**config.mk**
```make
export PLATFORM = sky130hd
export DESIGN_NAME = mac_cluster_sequencer_flat
export DESIGN_NICKNAME = d
export VERILOG_FILES = /design/src/rtl/mac_seq_pkg.sv /design/src/rtl/mac_cluster_sequencer_if.sv /design/src/rtl/mac_seq_downcnt.sv /design/src/rtl/mac_cluster_sequencer.sv /design/src/flat_wrapper.sv
export SDC_FILE = /design/constraint.sdc
export NUM_CORES = 1
export LEC_CHECK = 0
export ABC_CLOCK_PERIOD_IN_PS = 1600
export CORE_MARGIN = 4
export CORE_UTILIZATION = 29
export DETAILED_ROUTE_END_ITERATION = 10
export GPL_TIMING_DRIVEN = 1
export RECOVER_POWER = 100
export SLEW_MARGIN = 20
export SYNTH_ARGS = -nofsm -noshare
export SYNTH_HDL_FRONTEND = slang
export SYNTH_SLANG_ARGS = --single-unit
```
**constraint.sdc**
```tcl
create_clock -name clk -period 1.6 [get_ports clk]
set_input_delay 0.32 -clock clk [delete_from_list [all_inputs] [get_ports clk]]
set_output_delay 0.32 -clock clk [all_outputs]
set_load 0.01 [all_outputs]
```
**src/rtl/mac_seq_pkg.sv**
```systemverilog
// Shared definitions for the MAC cluster sequencer: combine-mode codes,
// FSM state encodings and the mode legality check.
package mac_seq_pkg;

    localparam logic [1:0] MAC_SINGLE = 2'b00;
    localparam logic [1:0] MAC_DUAL   = 2'b01;
    localparam logic [1:0] MAC_QUAD   = 2'b10;

    typedef enum logic [1:0] {
        ST_IDLE  = 2'd0,
        ST_RUN   = 2'd1,
        ST_DRAIN = 2'd2,
        ST_DONE  = 2'd3
    } seq_state_e;

    function automatic logic cfg_is_legal(input logic [1:0] cfg);
        return (cfg == MAC_SINGLE) || (cfg == MAC_DUAL) || (cfg == MAC_QUAD);
    endfunction

endpackage

```
**src/rtl/mac_cluster_sequencer_if.sv**
```systemverilog
// Command, operand, lane-control and result signals between the layer
// scheduler (master) and the MAC cluster sequencer (slave).
interface mac_cluster_sequencer_if #(
    parameter int CNT_WIDTH = 8
);
    logic                 cmd_valid;
    logic                 cmd_ready;
    logic [1:0]           cmd_cfg;
    logic [CNT_WIDTH-1:0] cmd_len;
    logic                 cmd_err;
    logic                 op_valid;
    logic                 op_ready;
    logic                 mac_en;
    logic                 mac_clr;
    logic [1:0]           mac_cfg;
    logic                 comb_en;
    logic                 res_valid;
    logic                 res_ready;
    logic                 busy;

    modport master (
        output cmd_valid, cmd_cfg, cmd_len, op_valid, res_ready,
        input  cmd_ready, cmd_err, op_ready, mac_en, mac_clr, mac_cfg,
               comb_en, res_valid, busy
    );

    modport slave (
        input  cmd_valid, cmd_cfg, cmd_len, op_valid, res_ready,
        output cmd_ready, cmd_err, op_ready, mac_en, mac_clr, mac_cfg,
               comb_en, res_valid, busy
    );

endinterface

```
**src/rtl/mac_seq_downcnt.sv**
```systemverilog
// Loadable down-counter with zero/one flags. Clear beats load, load beats
// decrement, and a decrement at zero holds so the count can never wrap.
module mac_seq_downcnt #(
    parameter int WIDTH = 8
) (
    input  logic             clk,
    input  logic             rst,
    input  logic             clr_i,
    input  logic             load_i,
    input  logic [WIDTH-1:0] load_val_i,
    input  logic             dec_i,
    output logic             zero_o,
    output logic             one_o
);

    logic [WIDTH-1:0] cnt_q;
    logic [WIDTH-1:0] cnt_d;

    // NOTE: cnt_d gets a default before any branch, so no path leaves it unassigned and no latch is inferred.
    always_comb begin
        cnt_d = cnt_q;
        if (clr_i) begin
            cnt_d = '0;
        end else if (load_i) begin
            cnt_d = load_val_i;
        end else if (dec_i && (cnt_q != '0)) begin
            cnt_d = cnt_q - 1'b1;
        end
    end

    // NOTE: sequential state uses <= so every flop samples pre-edge values regardless of block order.
    always_ff @(posedge clk) begin
        if (rst) begin
            cnt_q <= '0;
        end else begin
            cnt_q <= cnt_d;
        end
    end

    assign zero_o = (cnt_q == '0);
    assign one_o  = (cnt_q == WIDTH'(1));

endmodule

```
**src/rtl/mac_cluster_sequencer.sv**
```systemverilog
// Job-level controller for a 4-lane MAC cluster: takes a command, gates lane
// enables per operand beat, waits out the MAC pipeline and holds the result.
module mac_cluster_sequencer
    import mac_seq_pkg::*;
#(
    parameter int CNT_WIDTH   = 8,
    parameter int MAC_LATENCY = 2
) (
    input  logic                   clk,
    input  logic                   rst,
    input  logic                   abort,
    mac_cluster_sequencer_if.slave bus
);

    localparam int DRAIN_W = (MAC_LATENCY > 1) ? $clog2(MAC_LATENCY + 1) : 1;

    seq_state_e state_q;
    logic [1:0] mac_cfg_q;
    logic       cmd_err_q;
    logic       first_q;

    logic cmd_fire;
    logic cmd_legal;
    logic beat_fire;
    logic beat_last;
    logic drain_load;
    logic drain_dec;
    logic drain_last;
    logic beat_zero;
    logic beat_one;
    logic drain_zero;
    logic drain_one;

    // Abort masks every handshake in its cycle so nothing half-completes.
    assign bus.cmd_ready = (state_q == ST_IDLE) && !abort;
    assign bus.op_ready  = (state_q == ST_RUN) && !abort;
    assign bus.res_valid = (state_q == ST_DONE) && !abort;
    assign bus.mac_en    = bus.op_valid && bus.op_ready;
    assign bus.mac_clr   = bus.mac_en && first_q;
    assign bus.mac_cfg   = mac_cfg_q;
    assign bus.cmd_err   = cmd_err_q;
    assign bus.comb_en   = (state_q == ST_DONE);
    assign bus.busy      = (state_q != ST_IDLE);

    assign cmd_fire   = bus.cmd_valid && bus.cmd_ready;
    assign cmd_legal  = cfg_is_legal(bus.cmd_cfg) && (bus.cmd_len != '0);
    assign beat_fire  = bus.mac_en;
    assign beat_last  = beat_fire && (beat_one || beat_zero);
    assign drain_load = beat_last && (MAC_LATENCY != 0);
    assign drain_dec  = (state_q == ST_DRAIN) && !abort;
    assign drain_last = drain_one || drain_zero;

    mac_seq_downcnt #(
        .WIDTH(CNT_WIDTH)
    ) u_beat_cnt (
        .clk       (clk),
        .rst       (rst),
        .clr_i     (abort),
        .load_i    (cmd_fire && cmd_legal),
        .load_val_i(bus.cmd_len),
        .dec_i     (beat_fire),
        .zero_o    (beat_zero),
        .one_o     (beat_one)
    );

    mac_seq_downcnt #(
        .WIDTH(DRAIN_W)
    ) u_drain_cnt (
        .clk       (clk),
        .rst       (rst),
        .clr_i     (abort),
        .load_i    (drain_load),
        .load_val_i(DRAIN_W'(MAC_LATENCY)),
        .dec_i     (drain_dec),
        .zero_o    (drain_zero),
        .one_o     (drain_one)
    );

    always_ff @(posedge clk) begin
        if (rst) begin
            state_q   <= ST_IDLE;
            mac_cfg_q <= MAC_SINGLE;
            cmd_err_q <= 1'b0;
            first_q   <= 1'b0;
        end else begin
            cmd_err_q <= 1'b0;
            if (abort) begin
                state_q <= ST_IDLE;
                first_q <= 1'b0;
            end else begin
                unique case (state_q)
                    ST_IDLE: begin
                        if (cmd_fire) begin
                            if (!cmd_legal) begin
                                cmd_err_q <= 1'b1;
                            end else begin
                                mac_cfg_q <= bus.cmd_cfg;
                                first_q   <= 1'b1;
                                state_q   <= ST_RUN;
                            end
                        end
                    end
                    ST_RUN: begin
                        if (beat_fire) begin
                            first_q <= 1'b0;
                        end
                        if (beat_last) begin
                            state_q <= (MAC_LATENCY > 0) ? ST_DRAIN : ST_DONE;
                        end
                    end
                    ST_DRAIN: begin
                        if (drain_last) begin
                            state_q <= ST_DONE;
                        end
                    end
                    ST_DONE: begin
                        if (bus.res_ready) begin
                            state_q <= ST_IDLE;
                        end
                    end
                    default: state_q <= ST_IDLE;
                endcase
            end
        end
    end

endmodule
```
**src/flat_wrapper.sv**
```systemverilog
// flat-port wrapper written by rule: the top's interface ports become plain ports
module mac_cluster_sequencer_flat import mac_seq_pkg::*;
#(
    parameter int CNT_WIDTH   = 8,
    parameter int MAC_LATENCY = 2
)
  (clk, rst, abort, bus_cmd_valid, bus_cmd_cfg, bus_cmd_len, bus_op_valid, bus_res_ready, bus_cmd_ready, bus_cmd_err, bus_op_ready, bus_mac_en, bus_mac_clr, bus_mac_cfg, bus_comb_en, bus_res_valid, bus_busy);
  mac_cluster_sequencer_if #(.CNT_WIDTH(CNT_WIDTH)) bus_i ();
  input  logic clk;
  input  logic rst;
  input  logic abort;
  input wire logic [$bits(bus_i.cmd_valid)-1:0] bus_cmd_valid;
  input wire logic [$bits(bus_i.cmd_cfg)-1:0] bus_cmd_cfg;
  input wire logic [$bits(bus_i.cmd_len)-1:0] bus_cmd_len;
  input wire logic [$bits(bus_i.op_valid)-1:0] bus_op_valid;
  input wire logic [$bits(bus_i.res_ready)-1:0] bus_res_ready;
  output wire logic [$bits(bus_i.cmd_ready)-1:0] bus_cmd_ready;
  output wire logic [$bits(bus_i.cmd_err)-1:0] bus_cmd_err;
  output wire logic [$bits(bus_i.op_ready)-1:0] bus_op_ready;
  output wire logic [$bits(bus_i.mac_en)-1:0] bus_mac_en;
  output wire logic [$bits(bus_i.mac_clr)-1:0] bus_mac_clr;
  output wire logic [$bits(bus_i.mac_cfg)-1:0] bus_mac_cfg;
  output wire logic [$bits(bus_i.comb_en)-1:0] bus_comb_en;
  output wire logic [$bits(bus_i.res_valid)-1:0] bus_res_valid;
  output wire logic [$bits(bus_i.busy)-1:0] bus_busy;
  assign bus_i.cmd_valid = bus_cmd_valid;
  assign bus_i.cmd_cfg = bus_cmd_cfg;
  assign bus_i.cmd_len = bus_cmd_len;
  assign bus_i.op_valid = bus_op_valid;
  assign bus_i.res_ready = bus_res_ready;
  assign bus_cmd_ready = bus_i.cmd_ready;
  assign bus_cmd_err = bus_i.cmd_err;
  assign bus_op_ready = bus_i.op_ready;
  assign bus_mac_en = bus_i.mac_en;
  assign bus_mac_clr = bus_i.mac_clr;
  assign bus_mac_cfg = bus_i.mac_cfg;
  assign bus_comb_en = bus_i.comb_en;
  assign bus_res_valid = bus_i.res_valid;
  assign bus_busy = bus_i.busy;
  mac_cluster_sequencer #(.CNT_WIDTH(CNT_WIDTH), .MAC_LATENCY(MAC_LATENCY)) u_core (.clk(clk), .rst(rst), .abort(abort), .bus(bus_i));
endmodule
```
==> impl_metrics.ini <==
[run_status]
outcome = finished with violations
violations = negative setup slack

[synthesis]
synth_flop_cell = dfxtp_1
synth_top_cell_by_area = dfxtp_1
synth_area_leaders = dfxtp_1 32%, ha_1 12%, o21ai_0 4.0%
yosys.area.top_type_share = 0.316
synth-seq-cells = 16
synth_most_common_cell = dfxtp_1
synth.avg_cell_area_um2 = 9.12
yosysWarnings = 0
netlist_top_cells_count = 16 x dfxtp_1, 10 x ha_1, 10 x inv_1
synth-seq-area-share = 0.316
async_flop_share = 0
ys_types = 38
syn-num-nets = 137
syn-cell-area_mm2 = 0.00101
synth-edff-count = 0
syn_inst = 111

[worst_setup_path]
endpoint_kind = flip-flop
critPathLaunchType = flip-flop
path_cells = inv_4, ha_4, nand3b_4, inv_4, o2111ai_4, a221o_1, nor3_2, a211oi_2
critPathArrivalTime_ns = 1.94
path_buf_inv = 2
crit_family = compound AO/OA/AOI/OAI gates
cp_slowest_stage_delay_ns = 0.43
critPathMaxFanout = 4
cp.required_ns = 1.77
crit_top_cell = inv_4
cp_slowest_cell = a221o_1
setup.worst_path.class = reg -> reg

[sta]
max_freq_ghz = 0.566
setup_viol = 10
rsz0062_at_grt = yes
fin_skew_ns = 0.00133
drv_slew = 0
fin_crit_ns = 1.77
maxSlewHeadroom = 0.814
setup_ws_ns = -0.166
hold_violations = 0
worst_pin_slew_ns = 0.279
period_share = 1.10

[grt]
grtUsageMet2 = 0.220
grt_overflow = 0
grt_max_degree = 21
use_met1 = 0.156
grt_pass1_vias = 1038
globalRoute.busiestLayer = met2
grt_pass1_wl_um = 4500
grt_usage = 0.129
grt_antenna_before_repair = 0
met3_usage = 0.0371

[cells_and_area]
final_area_mm2 = 0.00167
antenna_cells = 0
area_growth_pct = 65.0
nets = 193
multi_input_area_um2 = 731
seq_area_um2 = 325
drive_gt1_frac = 0.373
nFillCells = 357

[routing]
wl_um = 2630
drc = 0
wire_per_inst_um = 12.4
drtIter0Drc = 17
post_drt_via_cell_ratio = 4.62
dr.pass1.iters = 4
vias = 979
ant_nets = 0

[clock_network]
clk_latency_ns = 0.28
clock-sinks = 16
max-clock-path-buffers = 2
clk_pin_slew_worst_paths_ns = 0.10
root_buffer = clkbuf_4
htree_levels = 1
hold_buffers = 0
cts_inserted_buffers = 3
cts_tree = built

[floorplan]
die-area_mm2 = 0.00450
dieHeight_um = 67.1
die_x_um = 67.1
pin_count = 26
core_mm2 = 0.00336
num_rows = 21
start_util = 0.301

[flow_run]
maxCapViolCount = 0

[place]
place.detailed.hpwl_um = 2020
placed_cell_area_mm2 = 0.00148
place_ws_ns = -0.481
io_buffers = 25
routabilityCongestion = 0.797

[pwr]
power_density_mw_per_mm2 = 538
vdd_drop_max_v = 0.000306
leakage_nw = 0.657

[worst_hold_path]
hold_class = reg -> reg
## metal layers
| layer | share of wire | wire (um) |
|---|---|---|
| met5 | 0 | 0 |
| met4 | 0.014 | 37 |
| met3 | 0.055 | 144 |
| met2 | 0.47 | 1240 |
| met1 | 0.46 | 1210 |
## placed cells by master (no fill, tap or decap), types with 2 or more instances in the layout
cell,count
a21oi_1,7
o21ai_1,2
inv_1,8
nand3_1,3
nor2b_1,2
nor3_2,2
nor2_1,7
inv_4,3
ha_4,2
ha_1,7
nor3_4,2
nand2_1,5
clkdlybuf4s15_1,2
xor2_1,4
clkdlybuf4s50_1,17
clkbuf_4,3
a221o_1,2
mux2i_1,2
dfxtp_1,14
buf_4,26
xnor2_1,3
o21ai_0,7
buf_6,6
## power breakdown
| group | internal (mW) | total, mW | switching (mW) | leakage (nW) |
|---|---|---|---|---|
| combinational | 0.117 | 0.210 | 0.0929 | 0.505 |
| sequential | 0.409 | 0.422 | 0.0129 | 0.131 |
| clock | 0.138 | 0.267 | 0.128 | 0.0210 |
| total | 0.664 | 0.898 | 0.234 | 0.657 |
## timing repair
item	in CTS	in global routing
resized for setup	32	18
pin swaps	10	5
endpoints found under the setup margin	16	19
buffers inserted	4	4
## tightest hold or removal path, stage by stage (launching register included)
cell and delay (ns):
dfxtp_1 0.35, mux2i_1 0.07, nor2_1 0.07
## flip-flops by register name, summed over array words and instances, names as in the netlist
register / cells
u_core.bus.cmd_err: 1
u_core.state_q: 2
u_core.bus.mac_cfg: 2
u_core.first_q: 1
u_core.u_beat_cnt.cnt_q: 8
u_core.u_drain_cnt.cnt_q: 2
## cell families after synthesis
logic type	Yosys count	share of synthesized area
flip-flops	16	0.316
adder cells (fa/ha/maj)	10	0.124
AO/OA/AOI/OAI	28	0.203
AND/OR/NAND/NOR	34	0.223
buffers and inverters	14	0.0544
multiplexers	2	0.0198
XOR/XNOR	7	0.0606
## per-stage QoR
| step | setup TNS, ns | power, mW | util | instances | hold slack (ns) |
|---|---|---|---|---|---|
| global placement | -5.95 | 0.615 | 0.441 | 202 | 0.499 |
| floorplan | -0.0403 | 0.513 | - | 111 | 0.392 |
| CTS | -0.752 | 0.894 | 0.474 | 210 | 0.525 |
| finish | -0.793 | 0.898 | 0.497 | 212 | 0.521 |
| detailed placement | -6.35 | 0.618 | 0.441 | 202 | 0.494 |
| global route | -2.12 | 0.945 | 0.497 | 212 | 0.586 |
## path summary, 6_finish.rpt
| path | from | endpoint | slack (ns) | depth (start not counted) |
|---|---|---|---|---|
| setup / recovery | u_core.state_q[1]$_SDFFE_PP0P_ | u_core.state_q[0]$_SDFFE_PP0P_ | -0.17 | 8 |
| hold / removal | u_core.bus.mac_cfg[0]$_SDFFE_PP0P_ | u_core.bus.mac_cfg[0]$_SDFFE_PP0P_ | 0.52 | 2 |
| setup reg to reg | u_core.state_q[1]$_SDFFE_PP0P_ | u_core.state_q[0]$_SDFFE_PP0P_ | -0.17 | 8 |
| hold reg to reg | u_core.bus.mac_cfg[0]$_SDFFE_PP0P_ | u_core.bus.mac_cfg[0]$_SDFFE_PP0P_ | 0.52 | 2 |
## layout make-up
| cell class | count | share of cell area |
|---|---|---|
| repair buffers | 54 | 0.282 |
| well taps | 46 | 0.0345 |
| multi-input cells | 81 | 0.437 |
| inverters | 11 | 0.0292 |
| clock buffers | 4 | 0.0217 |
| flip-flops and latches | 16 | 0.195 |
Note: power is estimated with default switching activity, not from simulation.
